[src/rtl/vga_pkg.sv]
// Shared definitions for the layered VGA output stage: default 640x480
// timing, a colour record and a helper that sums the four timing segments.
package vga_pkg;

    localparam int H_ACTIVE_DEF = 640;
    localparam int H_FP_DEF     = 16;
    localparam int H_SYNC_DEF   = 96;
    localparam int H_BP_DEF     = 48;
    localparam int V_ACTIVE_DEF = 480;
    localparam int V_FP_DEF     = 10;
    localparam int V_SYNC_DEF   = 2;
    localparam int V_BP_DEF     = 33;
    localparam int COLOR_W_DEF  = 4;
    localparam int COORD_W_DEF  = 11;

    // Colour at the default channel width, ordered {r,g,b} like the pins.
    typedef struct packed {
        logic [COLOR_W_DEF-1:0] r;
        logic [COLOR_W_DEF-1:0] g;
        logic [COLOR_W_DEF-1:0] b;
    } rgb_t;

    // Length of a line (or frame) from its active, porch and sync segments.
    function automatic int timing_total(input int active, input int fp,
                                        input int sync, input int bp);
        return active + fp + sync + bp;
    endfunction

endpackage

[src/rtl/vga_layered_output_if.sv]
// Bundle between game logic (sprite/background setup) and the VGA output
// stage (sync and colour pins, frame strobe).
interface vga_layered_output_if
    import vga_pkg::*;
#(
    parameter int NUM_SPRITES = 4,
    parameter int COORD_W     = COORD_W_DEF,
    parameter int COLOR_W     = COLOR_W_DEF
);
    logic [NUM_SPRITES*COORD_W-1:0]   spr_x;
    logic [NUM_SPRITES*COORD_W-1:0]   spr_y;
    logic [NUM_SPRITES-1:0]           spr_en;
    logic [NUM_SPRITES*3*COLOR_W-1:0] spr_rgb;
    logic [3*COLOR_W-1:0]             bg_rgb;
    logic                             hsync;
    logic                             vsync;
    logic [COLOR_W-1:0]               vga_red;
    logic [COLOR_W-1:0]               vga_green;
    logic [COLOR_W-1:0]               vga_blue;
    logic                             frame_tick;

    // Game-logic side: supplies the scene, observes the frame strobe.
    modport master (
        output spr_x, spr_y, spr_en, spr_rgb, bg_rgb,
        input  hsync, vsync, vga_red, vga_green, vga_blue, frame_tick
    );

    // Output-stage side.
    modport slave (
        input  spr_x, spr_y, spr_en, spr_rgb, bg_rgb,
        output hsync, vsync, vga_red, vga_green, vga_blue, frame_tick
    );
endinterface

[src/rtl/vga_timing_gen.sv]
// Raster counters for the VGA output stage. Produces the current column and
// row, the active-video flag, raw (active-high) sync windows and the
// last-pixel-of-frame strobe, all decoded from the counter registers.
module vga_timing_gen
    import vga_pkg::*;
#(
    parameter int H_ACTIVE = H_ACTIVE_DEF,
    parameter int H_FP     = H_FP_DEF,
    parameter int H_SYNC   = H_SYNC_DEF,
    parameter int H_BP     = H_BP_DEF,
    parameter int V_ACTIVE = V_ACTIVE_DEF,
    parameter int V_FP     = V_FP_DEF,
    parameter int V_SYNC   = V_SYNC_DEF,
    parameter int V_BP     = V_BP_DEF,
    parameter int COORD_W  = COORD_W_DEF
) (
    input  logic               vga_clock,
    input  logic               reset,
    output logic [COORD_W-1:0] h_cnt,
    output logic [COORD_W-1:0] v_cnt,
    output logic               de,
    output logic               hs,
    output logic               vs,
    output logic               eof
);
    localparam int H_TOTAL = timing_total(H_ACTIVE, H_FP, H_SYNC, H_BP);
    localparam int V_TOTAL = timing_total(V_ACTIVE, V_FP, V_SYNC, V_BP);

    localparam logic [COORD_W-1:0] H_LAST   = COORD_W'(H_TOTAL - 1);
    localparam logic [COORD_W-1:0] V_LAST   = COORD_W'(V_TOTAL - 1);
    localparam logic [COORD_W-1:0] H_VIS    = COORD_W'(H_ACTIVE);
    localparam logic [COORD_W-1:0] V_VIS    = COORD_W'(V_ACTIVE);
    localparam logic [COORD_W-1:0] HS_START = COORD_W'(H_ACTIVE + H_FP);
    localparam logic [COORD_W-1:0] HS_END   = COORD_W'(H_ACTIVE + H_FP + H_SYNC);
    localparam logic [COORD_W-1:0] VS_START = COORD_W'(V_ACTIVE + V_FP);
    localparam logic [COORD_W-1:0] VS_END   = COORD_W'(V_ACTIVE + V_FP + V_SYNC);

    logic [COORD_W-1:0] h_cnt_reg;
    logic [COORD_W-1:0] v_cnt_reg;

    // Raster scan: column advances every clock, row advances on column wrap.
    always_ff @(posedge vga_clock or negedge reset) begin
        if (!reset) begin
            h_cnt_reg <= '0;
            v_cnt_reg <= '0;
        end else if (h_cnt_reg == H_LAST) begin
            h_cnt_reg <= '0;
            v_cnt_reg <= (v_cnt_reg == V_LAST) ? '0 : v_cnt_reg + 1'b1;
        end else begin
            h_cnt_reg <= h_cnt_reg + 1'b1;
        end
    end

    assign h_cnt = h_cnt_reg;
    assign v_cnt = v_cnt_reg;
    assign de    = (h_cnt_reg < H_VIS) && (v_cnt_reg < V_VIS);
    assign hs    = (h_cnt_reg >= HS_START) && (h_cnt_reg < HS_END);
    assign vs    = (v_cnt_reg >= VS_START) && (v_cnt_reg < VS_END);
    assign eof   = (h_cnt_reg == H_LAST) && (v_cnt_reg == V_LAST);

endmodule

[src/rtl/vga_layered_output.sv]
// VGA output stage compositing solid rectangular sprites over a background.
// Stage 0 is the raster counter, stage 1 registers per-sprite hit bits with
// the delayed DE/syncs, stage 2 registers the priority-muxed colour with the
// syncs, so colour and sync leave with the same two-cycle latency. Scene
// inputs are sampled once per frame so a frame never shows a half-updated
// scene.
module vga_layered_output
    import vga_pkg::*;
#(
    parameter int H_ACTIVE    = H_ACTIVE_DEF,
    parameter int H_FP        = H_FP_DEF,
    parameter int H_SYNC      = H_SYNC_DEF,
    parameter int H_BP        = H_BP_DEF,
    parameter int V_ACTIVE    = V_ACTIVE_DEF,
    parameter int V_FP        = V_FP_DEF,
    parameter int V_SYNC      = V_SYNC_DEF,
    parameter int V_BP        = V_BP_DEF,
    parameter bit SYNC_POL    = 1'b0,
    parameter int COLOR_W     = COLOR_W_DEF,
    parameter int COORD_W     = COORD_W_DEF,
    parameter int NUM_SPRITES = 4,
    parameter int SPR_W       = 16,
    parameter int SPR_H       = 16
) (
    input  logic                 vga_clock,
    input  logic                 reset,
    vga_layered_output_if.slave  bus
);
    localparam int RGB_W = 3 * COLOR_W;
    // Sprite extents use one extra bit so a sprite near the top of the
    // coordinate range clips instead of wrapping back to column/row 0.
    localparam logic [COORD_W:0] SPR_W_EXT = (COORD_W + 1)'(SPR_W);
    localparam logic [COORD_W:0] SPR_H_EXT = (COORD_W + 1)'(SPR_H);

    logic [COORD_W-1:0] h_cnt;
    logic [COORD_W-1:0] v_cnt;
    logic               de;
    logic               hs;
    logic               vs;
    logic               eof;

    vga_timing_gen #(
        .H_ACTIVE (H_ACTIVE), .H_FP (H_FP), .H_SYNC (H_SYNC), .H_BP (H_BP),
        .V_ACTIVE (V_ACTIVE), .V_FP (V_FP), .V_SYNC (V_SYNC), .V_BP (V_BP),
        .COORD_W  (COORD_W)
    ) u_timing (
        .vga_clock (vga_clock),
        .reset     (reset),
        .h_cnt     (h_cnt),
        .v_cnt     (v_cnt),
        .de        (de),
        .hs        (hs),
        .vs        (vs),
        .eof       (eof)
    );

    logic [NUM_SPRITES*COORD_W-1:0] sh_x_reg;
    logic [NUM_SPRITES*COORD_W-1:0] sh_y_reg;
    logic [NUM_SPRITES-1:0]         sh_en_reg;
    logic [NUM_SPRITES*RGB_W-1:0]   sh_rgb_reg;
    logic [RGB_W-1:0]               sh_bg_reg;

    // Scene shadow: sampled only on the last pixel of the frame.
    always_ff @(posedge vga_clock or negedge reset) begin
        if (!reset) begin
            sh_x_reg   <= '0;
            sh_y_reg   <= '0;
            sh_en_reg  <= '0;
            sh_rgb_reg <= '0;
            sh_bg_reg  <= '0;
        end else if (eof) begin
            sh_x_reg   <= bus.spr_x;
            sh_y_reg   <= bus.spr_y;
            sh_en_reg  <= bus.spr_en;
            sh_rgb_reg <= bus.spr_rgb;
            sh_bg_reg  <= bus.bg_rgb;
        end
    end

    logic [COORD_W:0]       h_ext;
    logic [COORD_W:0]       v_ext;
    logic [NUM_SPRITES-1:0] hit_next;
    logic [RGB_W-1:0]       spr_rgb_arr [NUM_SPRITES];

    assign h_ext = {1'b0, h_cnt};
    assign v_ext = {1'b0, v_cnt};

    generate
        for (genvar gi = 0; gi < NUM_SPRITES; gi++) begin : g_sprite
            logic [COORD_W:0] x_lo;
            logic [COORD_W:0] x_hi;
            logic [COORD_W:0] y_lo;
            logic [COORD_W:0] y_hi;

            assign x_lo = {1'b0, sh_x_reg[gi*COORD_W +: COORD_W]};
            assign y_lo = {1'b0, sh_y_reg[gi*COORD_W +: COORD_W]};
            assign x_hi = x_lo + SPR_W_EXT;
            assign y_hi = y_lo + SPR_H_EXT;

            assign hit_next[gi] = sh_en_reg[gi]
                                && (h_ext >= x_lo) && (h_ext < x_hi)
                                && (v_ext >= y_lo) && (v_ext < y_hi);
            assign spr_rgb_arr[gi] = sh_rgb_reg[gi*RGB_W +: RGB_W];
        end
    endgenerate

    logic [NUM_SPRITES-1:0] hit_reg;
    logic                   de_d_reg;
    logic                   hs_d_reg;
    logic                   vs_d_reg;

    // Stage 1: hit bits travel with the matching DE and raw syncs.
    always_ff @(posedge vga_clock or negedge reset) begin
        if (!reset) begin
            hit_reg  <= '0;
            de_d_reg <= 1'b0;
            hs_d_reg <= 1'b0;
            vs_d_reg <= 1'b0;
        end else begin
            hit_reg  <= hit_next;
            de_d_reg <= de;
            hs_d_reg <= hs;
            vs_d_reg <= vs;
        end
    end

    logic [RGB_W-1:0] rgb_next;

    // Lowest-index hit wins; anything outside active video is black.
    always_comb begin
        rgb_next = sh_bg_reg;
        for (int i = NUM_SPRITES - 1; i >= 0; i--) begin
            if (hit_reg[i]) begin
                rgb_next = spr_rgb_arr[i];
            end
        end
        if (!de_d_reg) begin
            rgb_next = '0;
        end
    end

    logic [RGB_W-1:0] rgb_reg;
    logic             hsync_reg;
    logic             vsync_reg;

    // Stage 2: colour and polarity-adjusted syncs leave together.
    always_ff @(posedge vga_clock or negedge reset) begin
        if (!reset) begin
            rgb_reg   <= '0;
            hsync_reg <= ~SYNC_POL;
            vsync_reg <= ~SYNC_POL;
        end else begin
            rgb_reg   <= rgb_next;
            hsync_reg <= hs_d_reg ? SYNC_POL : ~SYNC_POL;
            vsync_reg <= vs_d_reg ? SYNC_POL : ~SYNC_POL;
        end
    end

    assign bus.vga_red    = rgb_reg[RGB_W-1 -: COLOR_W];
    assign bus.vga_green  = rgb_reg[2*COLOR_W-1 -: COLOR_W];
    assign bus.vga_blue   = rgb_reg[COLOR_W-1:0];
    assign bus.hsync      = hsync_reg;
    assign bus.vsync      = vsync_reg;
    assign bus.frame_tick = eof;

endmodule

[src/flat_wrapper.sv]
// flat-port wrapper written by rule: the top's interface ports become plain ports
module vga_layered_output_flat import vga_pkg::*;
#(
    parameter int H_ACTIVE    = H_ACTIVE_DEF,
    parameter int H_FP        = H_FP_DEF,
    parameter int H_SYNC      = H_SYNC_DEF,
    parameter int H_BP        = H_BP_DEF,
    parameter int V_ACTIVE    = V_ACTIVE_DEF,
    parameter int V_FP        = V_FP_DEF,
    parameter int V_SYNC      = V_SYNC_DEF,
    parameter int V_BP        = V_BP_DEF,
    parameter bit SYNC_POL    = 1'b0,
    parameter int COLOR_W     = COLOR_W_DEF,
    parameter int COORD_W     = COORD_W_DEF,
    parameter int NUM_SPRITES = 4,
    parameter int SPR_W       = 16,
    parameter int SPR_H       = 16
)
  (vga_clock, reset, bus_spr_x, bus_spr_y, bus_spr_en, bus_spr_rgb, bus_bg_rgb, bus_hsync, bus_vsync, bus_vga_red, bus_vga_green, bus_vga_blue, bus_frame_tick);
  vga_layered_output_if #(.NUM_SPRITES(NUM_SPRITES), .COORD_W(COORD_W), .COLOR_W(COLOR_W)) bus_i ();
  input  logic vga_clock;
  input  logic reset;
  input wire logic [$bits(bus_i.spr_x)-1:0] bus_spr_x;
  input wire logic [$bits(bus_i.spr_y)-1:0] bus_spr_y;
  input wire logic [$bits(bus_i.spr_en)-1:0] bus_spr_en;
  input wire logic [$bits(bus_i.spr_rgb)-1:0] bus_spr_rgb;
  input wire logic [$bits(bus_i.bg_rgb)-1:0] bus_bg_rgb;
  output wire logic [$bits(bus_i.hsync)-1:0] bus_hsync;
  output wire logic [$bits(bus_i.vsync)-1:0] bus_vsync;
  output wire logic [$bits(bus_i.vga_red)-1:0] bus_vga_red;
  output wire logic [$bits(bus_i.vga_green)-1:0] bus_vga_green;
  output wire logic [$bits(bus_i.vga_blue)-1:0] bus_vga_blue;
  output wire logic [$bits(bus_i.frame_tick)-1:0] bus_frame_tick;
  assign bus_i.spr_x = bus_spr_x;
  assign bus_i.spr_y = bus_spr_y;
  assign bus_i.spr_en = bus_spr_en;
  assign bus_i.spr_rgb = bus_spr_rgb;
  assign bus_i.bg_rgb = bus_bg_rgb;
  assign bus_hsync = bus_i.hsync;
  assign bus_vsync = bus_i.vsync;
  assign bus_vga_red = bus_i.vga_red;
  assign bus_vga_green = bus_i.vga_green;
  assign bus_vga_blue = bus_i.vga_blue;
  assign bus_frame_tick = bus_i.frame_tick;
  vga_layered_output #(.H_ACTIVE(H_ACTIVE), .H_FP(H_FP), .H_SYNC(H_SYNC), .H_BP(H_BP), .V_ACTIVE(V_ACTIVE), .V_FP(V_FP), .V_SYNC(V_SYNC), .V_BP(V_BP), .SYNC_POL(SYNC_POL), .COLOR_W(COLOR_W), .COORD_W(COORD_W), .NUM_SPRITES(NUM_SPRITES), .SPR_W(SPR_W), .SPR_H(SPR_H)) u_core (.vga_clock(vga_clock), .reset(reset), .bus(bus_i));
endmodule
[config.mk]
export PLATFORM = sky130hd
export DESIGN_NAME = vga_layered_output_flat
export DESIGN_NICKNAME = d
export VERILOG_FILES = /design/src/rtl/vga_pkg.sv /design/src/rtl/vga_layered_output_if.sv /design/src/rtl/vga_timing_gen.sv /design/src/rtl/vga_layered_output.sv /design/src/flat_wrapper.sv
export SDC_FILE = /design/constraint.sdc
export NUM_CORES = 1
export LEC_CHECK = 0
export CAP_MARGIN = 20
export CORE_UTILIZATION = 50
export CTS_BUF_LIST = sky130_fd_sc_hd__clkbuf_4 sky130_fd_sc_hd__clkbuf_8
export CTS_CLUSTER_DIAMETER = 200
export CTS_CLUSTER_SIZE = 20
export DETAILED_ROUTE_END_ITERATION = 6
export PLACE_DENSITY = 0.87
export SLEW_MARGIN = 20
export SYNTH_ARGS = -nofsm -noshare
export SYNTH_HDL_FRONTEND = slang
export SYNTH_SLANG_ARGS = --single-unit
[constraint.sdc]
create_clock -name vga_clock -period 2.35 [get_ports vga_clock]
set_input_delay 0.3525 -clock vga_clock [delete_from_list [all_inputs] [get_ports vga_clock]]
set_output_delay 0.3525 -clock vga_clock [all_outputs]
set_load 0.02 [all_outputs]
* After elaboration in Yosys (flattened, before gate mapping)
Cells that the tools add are included.
** Storage, ports and cells
- Register bits :: 195
- Output and inout bits :: 15
- Word-level logic and storage cells :: 77
** Operators by class
- Add/sub/neg operators :: 10
- $lt $le $gt $ge :: 22
- Equal/unequal tests :: 2
- Multiplexer cells :: 9
- Reduce and logical (&&, ||, !) cells :: 20
** Operator list (number)
- $add 11x5->12 const B :: 8
- $lt 11x12->1 :: 8
- $ge 11x11->1 :: 8
- $mux 12 :: 5
- $add 11x1->11 const B :: 2
- $eq 11x10->1 const B :: 2
- $lt 11x10->1 const B :: 2
- $lt 11x9->1 const B :: 2
- $mux 11 :: 2
- $logic_and 1x1->1 :: 20
- $ge 11x10->1 const B :: 1
- $ge 11x9->1 const B :: 1
- $mux 1 :: 2

* Logic depth before layout (Yosys ltp)
Gate-level depths: netlist (run 1).
- Word-level depth :: 5
- Gate-level depth with buffers :: 11

* Hierarchy
A second synthesis (run 1) with hierarchy kept.
** Unflattened totals
- Cells, all modules :: 1198
- Area total of the unflattened synthesis :: 12007.8 µm²
** By module, submodules not included
- vga_layered_output :: instances 1, cells an instance 1083, area each 10844.2 µm², sequential area each 4331.7 µm²
- vga_timing_gen :: instances 1, cells an instance 115, area each 1163.6 µm², sequential area each 550.5 µm²

* Least setup slack after synthesis (run 1)
No wires, ideal clock.
- Path kind :: register -> output
- Start :: register u_core.u_timing.h_cnt_reg[7], in the netlist u_core.u_timing.h_cnt[7]
- End :: output port bus_frame_tick
- Arrival time :: 2.149 ns
- Data required time :: 1.997 ns
- Path slack :: -0.152 ns
- Stages on the path, launching flop included :: 8
- Buffers on the path :: 3
- Path through :: dfrtp_1 > or4b_4 > nor3b_4 > nand3_4 > nor2_4 > buf_6 > buf_8 > buf_4
** On the way
- Longest elaborated chain between the ends :: 2
** Ends and longest elaborated chain
- from (decl) :: RTL line vga_timing_gen.sv:38 : logic [COORD_W-1:0] h_cnt_reg;
- from (signal assigned) :: RTL line vga_timing_gen.sv:50 : h_cnt_reg <= h_cnt_reg + 1'b1;
- $eq 11x10->1 :: RTL line vga_timing_gen.sv:59 : assign eof = (h_cnt_reg == H_LAST) && (v_cnt_reg == V_LAST);
- $logic_and 1x1->1 :: RTL line vga_timing_gen.sv:59
- to (decl) :: RTL line flat_wrapper.sv:33 : output wire logic [$bits(bus_i.frame_tick)-1:0] bus_frame_tick;
Every way passes these cells.

* Final worst setup path (run 1)
- Start :: register u_core.u_timing.h_cnt_reg[5], in the netlist u_core.u_timing.h_cnt[5]
- End :: output port bus_frame_tick
The elaborated chain is that of the path after synthesis.

==> results of run 1 <==
[power breakdown]
group          switching [W]  internal (W)
Clock                0.00120       0.00122
Combinational       0.000109      0.000231
Sequential                 0       0.00335
[logic make-up (layout without fill, tap and decap cells)]
kind of cell	after synthesis	count (layout)	synth area share (%)
and+or+nand+nor	293	293	12.13
buffers and inverters	133	382	5.025
AOI/OAI and AO/OA	259	259	12.95
xor gates and xnor gates	53	53	3.892
DFF	195	195	40.94
adders and majority gates	155	155	16.26
muxes	96	96	8.812
[metrics by stage]
| step | TNS, ps | utilization, % | instances |
|---|---|---|---|
| final | -1913 | 64.92 | 1752 |
| after global routing | -13460 | 64.92 | 1752 |
| after CTS | -625.3 | 63.65 | 1738 |
| after detailed placement | -129.3 | 61.39 | 1701 |
| after global placement | -51.92 | 61.39 | 1701 |
| after floorplan | -18.12 | - | 1184 |
[worst paths after layout]
check,cells after the start,endpoint,startpoint,slack (ps)
worst max-delay path,5,bus_frame_tick,u_core.u_timing.h_cnt[5],-70
worst min register to register,1,u_core.bus.hsync,u_core.hs_d_reg,370
min in group vga_clock,1,u_core.bus.hsync,u_core.hs_d_reg,370
worst min-delay path,2,u_core.rgb_reg[11],reset,350
max in group asynchronous,3,u_core.sh_x_reg[17],reset,1180
worst max register to register,8,u_core.sh_en_reg[2],u_core.u_timing.h_cnt[5],-70
[cell usage after synthesis (17+ instances only)]
library cell,n,share of area (%)
sky130_fd_sc_hd__nor2_1,18,0.57
sky130_fd_sc_hd__a21o_1,18,1.1
sky130_fd_sc_hd__xnor2_1,47,3.5
sky130_fd_sc_hd__nand3_1,47,2.0
sky130_fd_sc_hd__mux2_2,69,6.5
sky130_fd_sc_hd__nand2_1,130,4.1
sky130_fd_sc_hd__ha_1,155,16
sky130_fd_sc_hd__inv_1,99,3.1
sky130_fd_sc_hd__o21ai_1,60,2.5
sky130_fd_sc_hd__o21ai_0,78,3.3
sky130_fd_sc_hd__nor3_1,17,0.71
sky130_fd_sc_hd__a21oi_1,36,1.5
sky130_fd_sc_hd__mux2i_1,24,2.0
sky130_fd_sc_hd__dfrtp_1,193,40
[worst max-delay path, delay by kind of cell, from the launching register on]
kind,cells,cell delay [ps]
DFF,1,410
buffers and inverters,1,140
and+or+nand+nor,4,1040
[cell type report]
cell class	count	area [sq um]	area share [%]
clock buffer	21	264.0	1.738
clock inverter	11	180.2	1.186
inverter	99	374.1	2.462
multi-input combinational	856	6599	43.43
sequential	195	4887	32.17
tap	319	399.1	2.627
timing repair buffer	251	2490	16.39
[what timing repair did]
| action | CTS | global route |
|---|---|---|
| buffers inserted | 4 | 13 |
| endpoints found under the setup margin | 8 | 152 |
| pin swaps | 6 | 25 |
| cloned | 0 | 2 |
| hold buffers | 1 | 0 |
| hold endpoints to repair | 34 | 0 |
| resized for setup | 14 | 38 |
[per-layer routing]
metal	vias up	part of all wire, %	global-route usage [%]
li1	4671	-	-
met1	4775	42	31.59
met3	70	5.3	3.739
met4	0	3.3	10.78
met5	-	0	0
met2	324	49	46.30
==> out/qor.tcl, run 1 <==
set qor(cts_max_level) 4
set qor(arrival_time_at_the_worst_endpoint_ps) 2070
set qor(synth-seq-area-share_pct) 40.94
set qor(critical_path.cell_chain) {or4b_4, nor3b_4, nand3_4, nor2_4, buf_6}
set qor(floorplan.die.height_um) 156.4
set qor(track_usage_pct) 26.06
set qor(normalized_max_slew_margin_pct) 48.63
set qor(crit_type) {reg -> out}
set qor(post-route-worst-setup-slack_ps) -74.08
set qor(synth_enable_flop_cells) 0
set qor(timing.critical_path.to_type) {primary output}
set qor(failing_checks) {negative setup slack}
set qor(cts_buffers) 17
set qor(clock_transition_at_the_registers_of_the_reported_paths_ps) 100
set qor(grt_max_degree) 76
set qor(tritoncts_clock_tree) {built}
set qor(ys.flop_type) {sky130_fd_sc_hd__dfrtp_1}
set qor(buffer_ports.inserted) 168
set qor(clock_sink_count) 195
set qor(syn2layout_area_growth_pct) 27.39
set qor(postLayoutCellArea_sq_um) 15190
set qor(layout.cells.most_common_list) {sky130_fd_sc_hd__dfrtp_1, sky130_fd_sc_hd__clkdlybuf4s50_1, sky130_fd_sc_hd__ha_1}
set qor(crit_slowest_cell) {sky130_fd_sc_hd__or4b_4}
set qor(final_weighted_congestion_in_routability_driven_placement) 0.8819
set qor(clock_tree.root_cell) {sky130_fd_sc_hd__clkbuf_8}
set qor(wl_per_cell_um) 17.94
set qor(grt_pass1_vias) 10126
set qor(fmax_mhz) 412.5
set qor(fp.dieArea_sq_um) 24480
set qor(fp.coreArea_sq_um) 23400
set qor(ant_nets) 0
set qor(worst_case_hold_slack_ps) 347.3
set qor(layout_commonest_cell) {sky130_fd_sc_hd__dfrtp_1}
set qor(die_x_extent_um) 156.4
set qor(rsz0062_at_grt) {yes}
set qor(grt.overflow.total) 0
set qor(power_per_cell_area_nw_per_um2) 402.2
set qor(yosys_register_bits) 195
set qor(vdd_drop_max_mv) 0.3391
set qor(fillerInstances) 1810
set qor(report.final.setup_viol) 61
set qor(synth_async_sr_flop_share_pct) 100.0
set qor(post_placement_setup_slack_ps) -76.66
set qor(outcome) {finished with violations}
set qor(num_rows) 56
set qor(antenna_cells) 0
set qor(timing.final.max_slew_violations) 0
set qor(initial_utilization_pct) 50.96
set qor(ctsLongestPathBuffers) 2
set qor(drc) 0
set qor(fin_worst_skew_ps) 15.37
set qor(drt_iter0_drc) 651
set qor(worst_ep_required_time_ps) 2000
set qor(synth_nets) 1493
set qor(largest_register_ffs) 48
set qor(final_net_count) 1729
set qor(min_period_over_period_pct) 103.2
set qor(slowest_delay_ps) 540
set qor(hpwlAfterDp_mm) 23.36
set qor(viasPerCell) 5.616
set qor(start_kind) {register}
set qor(critPathMaxFanout) 2
set qor(report.power.total_w) 0.006111
set qor(drtPass1Iterations) 5
set qor(clock_latency_ps) 480
set qor(timing.final.hold_violations) 0
set qor(proportion_of_layout_cells_with_a_drive_suffix_above_1_pct) 15.84
set qor(syn_avg_cell_area_sq_um) 10.07
set qor(pin_count) 169
set qor(routed-via-count) 9840
set qor(synth.yosys.warnings) 0
set qor(placed_area_sq_um) 14370
set qor(hold_class) {in -> async}
set qor(final.min_clock_period_ps) 2424
set qor(cap_viol_max_count) 0
set qor(synth.distinct_cells) 62
set qor(finalWirelength_mm) 31.43
set qor(synthCells) 1184
set qor(mappedNetlistArea_sq_um) 11930
set qor(wire_length_of_the_first_global_routing_pass_mm) 49.58
set qor(antenna_violations_before_repair) 0
set qor(p_leak_nw) 7.413
set qor(worst_pin_slew_ps) 770.5
No activity file was read; power rests on OpenSTA's default activity.
==> run 2, diff against run 1 <==
- PLACE_DENSITY: 0.87 -> 0.84
- clock period: 2.35 -> 2.8 ns (I/O delays scaled with it)
==> run 2 against run 1 <==
Effect of this change: the flow now finishes without violations; final area decreased by 4.2%; clock power down 19%; sequential power shrank 16%; combinational power fell by 15%; setup slack improved by 160 ps; critical endpoint unchanged; worst hold slack gained 34 ps; clock skew is 2.9 ps lower; critical path type unchanged; largest cell class unchanged; register-to-register slack better by 200 ps; sequential share of layout area rose by 1.4 points; highest routed layer unchanged.
==> out/qor.tcl, run 2 (synthesized netlist as in run 1, its figures left out) <==
set qor(clock_transition_at_the_registers_of_the_reported_paths_ps) 110 ;# about the same
set qor(grt_pass1_vias) 9872 ;# -2.5%
set qor(report.final.setup_viol) 0 ;# -100%
set qor(track_usage_pct) 25.16 ;# -0.91 points
set qor(vdd_drop_max_mv) 0.3550 ;# +4.7%
set qor(normalized_max_slew_margin_pct) 47.35 ;# -1.3 points
set qor(floorplan.die.height_um) 156.4 ;# unchanged
set qor(ff2ff_setup_slack_ps) 130 ;# +200 ps
set qor(wl_per_cell_um) 17.29 ;# -3.6%
set qor(arrival_time_at_the_worst_endpoint_ps) 2290 ;# +220 ps
set qor(drt_iter0_drc) 540 ;# -17%
set qor(top_layer_used) {met4}
set qor(critical_path.reg2reg.startpoint) {u_core.u_timing.h_cnt[7]}
set qor(worst_case_hold_slack_ps) 381.7 ;# +34.41 ps
set qor(timing.final.max_slew_violations) 0 ;# unchanged
set qor(die_x_extent_um) 156.4 ;# unchanged
set qor(fp.coreArea_sq_um) 23400 ;# unchanged
set qor(rsz0062_at_grt) {no}
set qor(crit_type) {reg -> out}
set qor(timing.final.hold_violations) 0 ;# unchanged
set qor(min_period_over_period_pct) 96.80
set qor(fp.dieArea_sq_um) 24480 ;# unchanged
set qor(worst_ep_required_time_ps) 2380 ;# +380 ps
set qor(ant_nets) 0 ;# unchanged
set qor(final-instance-count-excl-fill) 1706 ;# -2.6%
set qor(tritoncts_clock_tree) {built}
set qor(ctsLongestPathBuffers) 2 ;# unchanged
set qor(largest_register_ffs) 48 ;# unchanged
set qor(cts_max_level) 4 ;# unchanged
set qor(routed-via-count) 9536 ;# -3.1%
set qor(layout.cells.most_common_list) {sky130_fd_sc_hd__dfrtp_1, sky130_fd_sc_hd__clkdlybuf4s50_1, sky130_fd_sc_hd__ha_1}
set qor(syn2layout_area_growth_pct) 22.02
set qor(timing.critical_path.to_type) {primary output}
set qor(clock_latency_ps) 490 ;# about the same
set qor(grt.overflow.total) 0 ;# unchanged
set qor(buffer_ports.inserted) 168 ;# unchanged
set qor(reg2reg_to) {u_core.sh_rgb_reg[47]}
set qor(timing.reg2reg.worst_path_depth) 8 ;# unchanged
set qor(worst-path-stages) 5 ;# unchanged
set qor(pin_count) 169 ;# unchanged
set qor(critical_path.n_buffers_inverters) 1 ;# unchanged
set qor(detailroute.wirelength.met3_mm) 1.966 ;# +18%
set qor(crit_slowest_cell) {sky130_fd_sc_hd__or4b_4}
set qor(clock_sink_count) 195 ;# unchanged
set qor(sink_of_the_worst_hold_path) {u_core.bus.hsync}
set qor(wire_length_of_the_first_global_routing_pass_mm) 48.07 ;# -3.0%
set qor(final_net_count) 1683 ;# -2.7%
set qor(layout_commonest_cell) {sky130_fd_sc_hd__dfrtp_1}
set qor(fillerInstances) 1868 ;# +3.2%
set qor(holdCritStartpoint) {u_core.hs_d_reg}
set qor(fin_worst_skew_ps) 12.43 ;# -2.949 ps
set qor(hold_class) {reg -> reg}
set qor(wl_met2_mm) 13.94 ;# -10%
set qor(antenna_violations_before_repair) 0 ;# unchanged
set qor(finalWirelength_mm) 29.50 ;# -6.1%
set qor(antenna_cells) 0 ;# unchanged
set qor(num_rows) 56 ;# unchanged
set qor(drc) 0 ;# unchanged
set qor(placed_area_sq_um) 14100 ;# -1.9%
set qor(clock_tree.root_cell) {sky130_fd_sc_hd__clkbuf_8}
set qor(critical_path.cell_chain) {or4b_4, nor3b_4, nand3_4, nor2_4, clkdlybuf4s15_2}
set qor(slowest_delay_ps) 550 ;# about the same
set qor(start_kind) {register}
set qor(timing.setup.tns_ps) 0 ;# +1913 ps
set qor(power_per_cell_area_nw_per_um2) 348.4 ;# -13%
set qor(outcome) {finished clean}
set qor(worst_pin_slew_ps) 789.8 ;# +19.28 ps
set qor(initial_utilization_pct) 50.96 ;# unchanged
set qor(postLayoutCellArea_sq_um) 14550 ;# -4.2%
set qor(final.min_clock_period_ps) 2710
set qor(post-place-cells) 1671 ;# -1.8%
set qor(critPathMaxFanout) 3 ;# +1
set qor(final_weighted_congestion_in_routability_driven_placement) 0.8633 ;# -2.1%
set qor(cap_viol_max_count) 0 ;# unchanged
set qor(grt_max_degree) 81 ;# +6.6%
set qor(hpwlAfterDp_mm) 22.01 ;# -5.7%
set qor(cts_buffers) 17 ;# unchanged
set qor(worstHoldPathCells) 1
set qor(timing.critical_path.max_delay_family) {simple AND/OR/NAND/NOR gates}
set qor(fmax_mhz) 369.0
set qor(viasPerCell) 5.590 ;# -0.48%
set qor(drtPass1Iterations) 5 ;# unchanged
set qor(p_leak_nw) 7.114 ;# -4.0%
set qor(proportion_of_layout_cells_with_a_drive_suffix_above_1_pct) 10.67 ;# -5.2 points
set qor(routedLengthMet1_mm) 12.72 ;# -3.6%
-- run 2: cell types whose count changed in the layout (fill, tap and decap cells not counted), sizes merged --
cell           delta
buf              -45
bufinv            -2
clkbuf            -6
clkdlybuf4s15     +1
clkinv            -1
clkinvlp          +1
inv               +6
-- run 2: timing repair --
action / 4_1_cts / 5_1_grt
pin swaps: 1 / 1
resized for setup: 3 / 0
hold buffers: 1 / 0
endpoints found under the hold margin: 58 / 0
setup endpoints to repair: 1 / 1
buffers inserted: 0 / 2
-- run 2: final cells by class --
cell class / count / area [sq um] / area share (%)
Multi-Input combinational cell: 856 / 6445 / 44.29
Sequential cell: 195 / 4882 / 33.55
Timing Repair Buffer: 205 / 2029 / 13.95
Tap cell: 319 / 399.1 / 2.743
Inverter: 99 / 371.6 / 2.554
Clock buffer: 17 / 234.0 / 1.608
Clock inverter: 15 / 191.4 / 1.315
-- run 2: worst reg2reg max path: stages (launching register included) --
cell and delay [ps]:
sky130_fd_sc_hd__dfrtp_1 390, sky130_fd_sc_hd__or4b_4 550, sky130_fd_sc_hd__nor3b_4 280, sky130_fd_sc_hd__nand3_4 120, sky130_fd_sc_hd__nor2_4 180, sky130_fd_sc_hd__buf_4 150, sky130_fd_sc_hd__buf_12 200, sky130_fd_sc_hd__buf_4 320
sky130_fd_sc_hd__mux2_2 390
-- run 2: worst max path at each step --
stage | from | to | slack (ps)
2_1_floorplan | u_core.u_timing.h_cnt[7] | bus_frame_tick | 230
3_3_place_gp | u_core.u_timing.h_cnt[7] | bus_frame_tick | 200
3_5_place_dp | u_core.u_timing.h_cnt[7] | bus_frame_tick | 170
4_1_cts | u_core.u_timing.h_cnt[7] | bus_frame_tick | 10
5_1_grt | u_core.u_timing.h_cnt[7] | bus_frame_tick | 8
6_report | u_core.u_timing.h_cnt[7] | bus_frame_tick | 90
-- run 2: metal layers --
layer	global-route usage [%]	up-vias
li1	-	4571
met1	31.14	4563
met2	42.67	329
met3	5.040	73
met4	10.69	0
met5	0	-
-- run 2: stage by stage --
stage / total power, W / util (%) / setup slack [ps]
after detailed placement: 0.003159 / 60.25 / 172.1
final: 0.005070 / 62.18 / 89.68
after global routing: 0.005257 / 62.18 / 8.457
after global placement: 0.003160 / 60.25 / 198.6
after CTS: 0.005101 / 62.12 / 10.80
after floorplan: 0.002872 / - / 230.5
-- run 2: power by group --
part	internal, W	total, W	switching (W)
Sequential	0.00281	0.00281	0
Combinational	0.000193	0.000288	0.0000946
Clock	0.000839	0.00197	0.00113
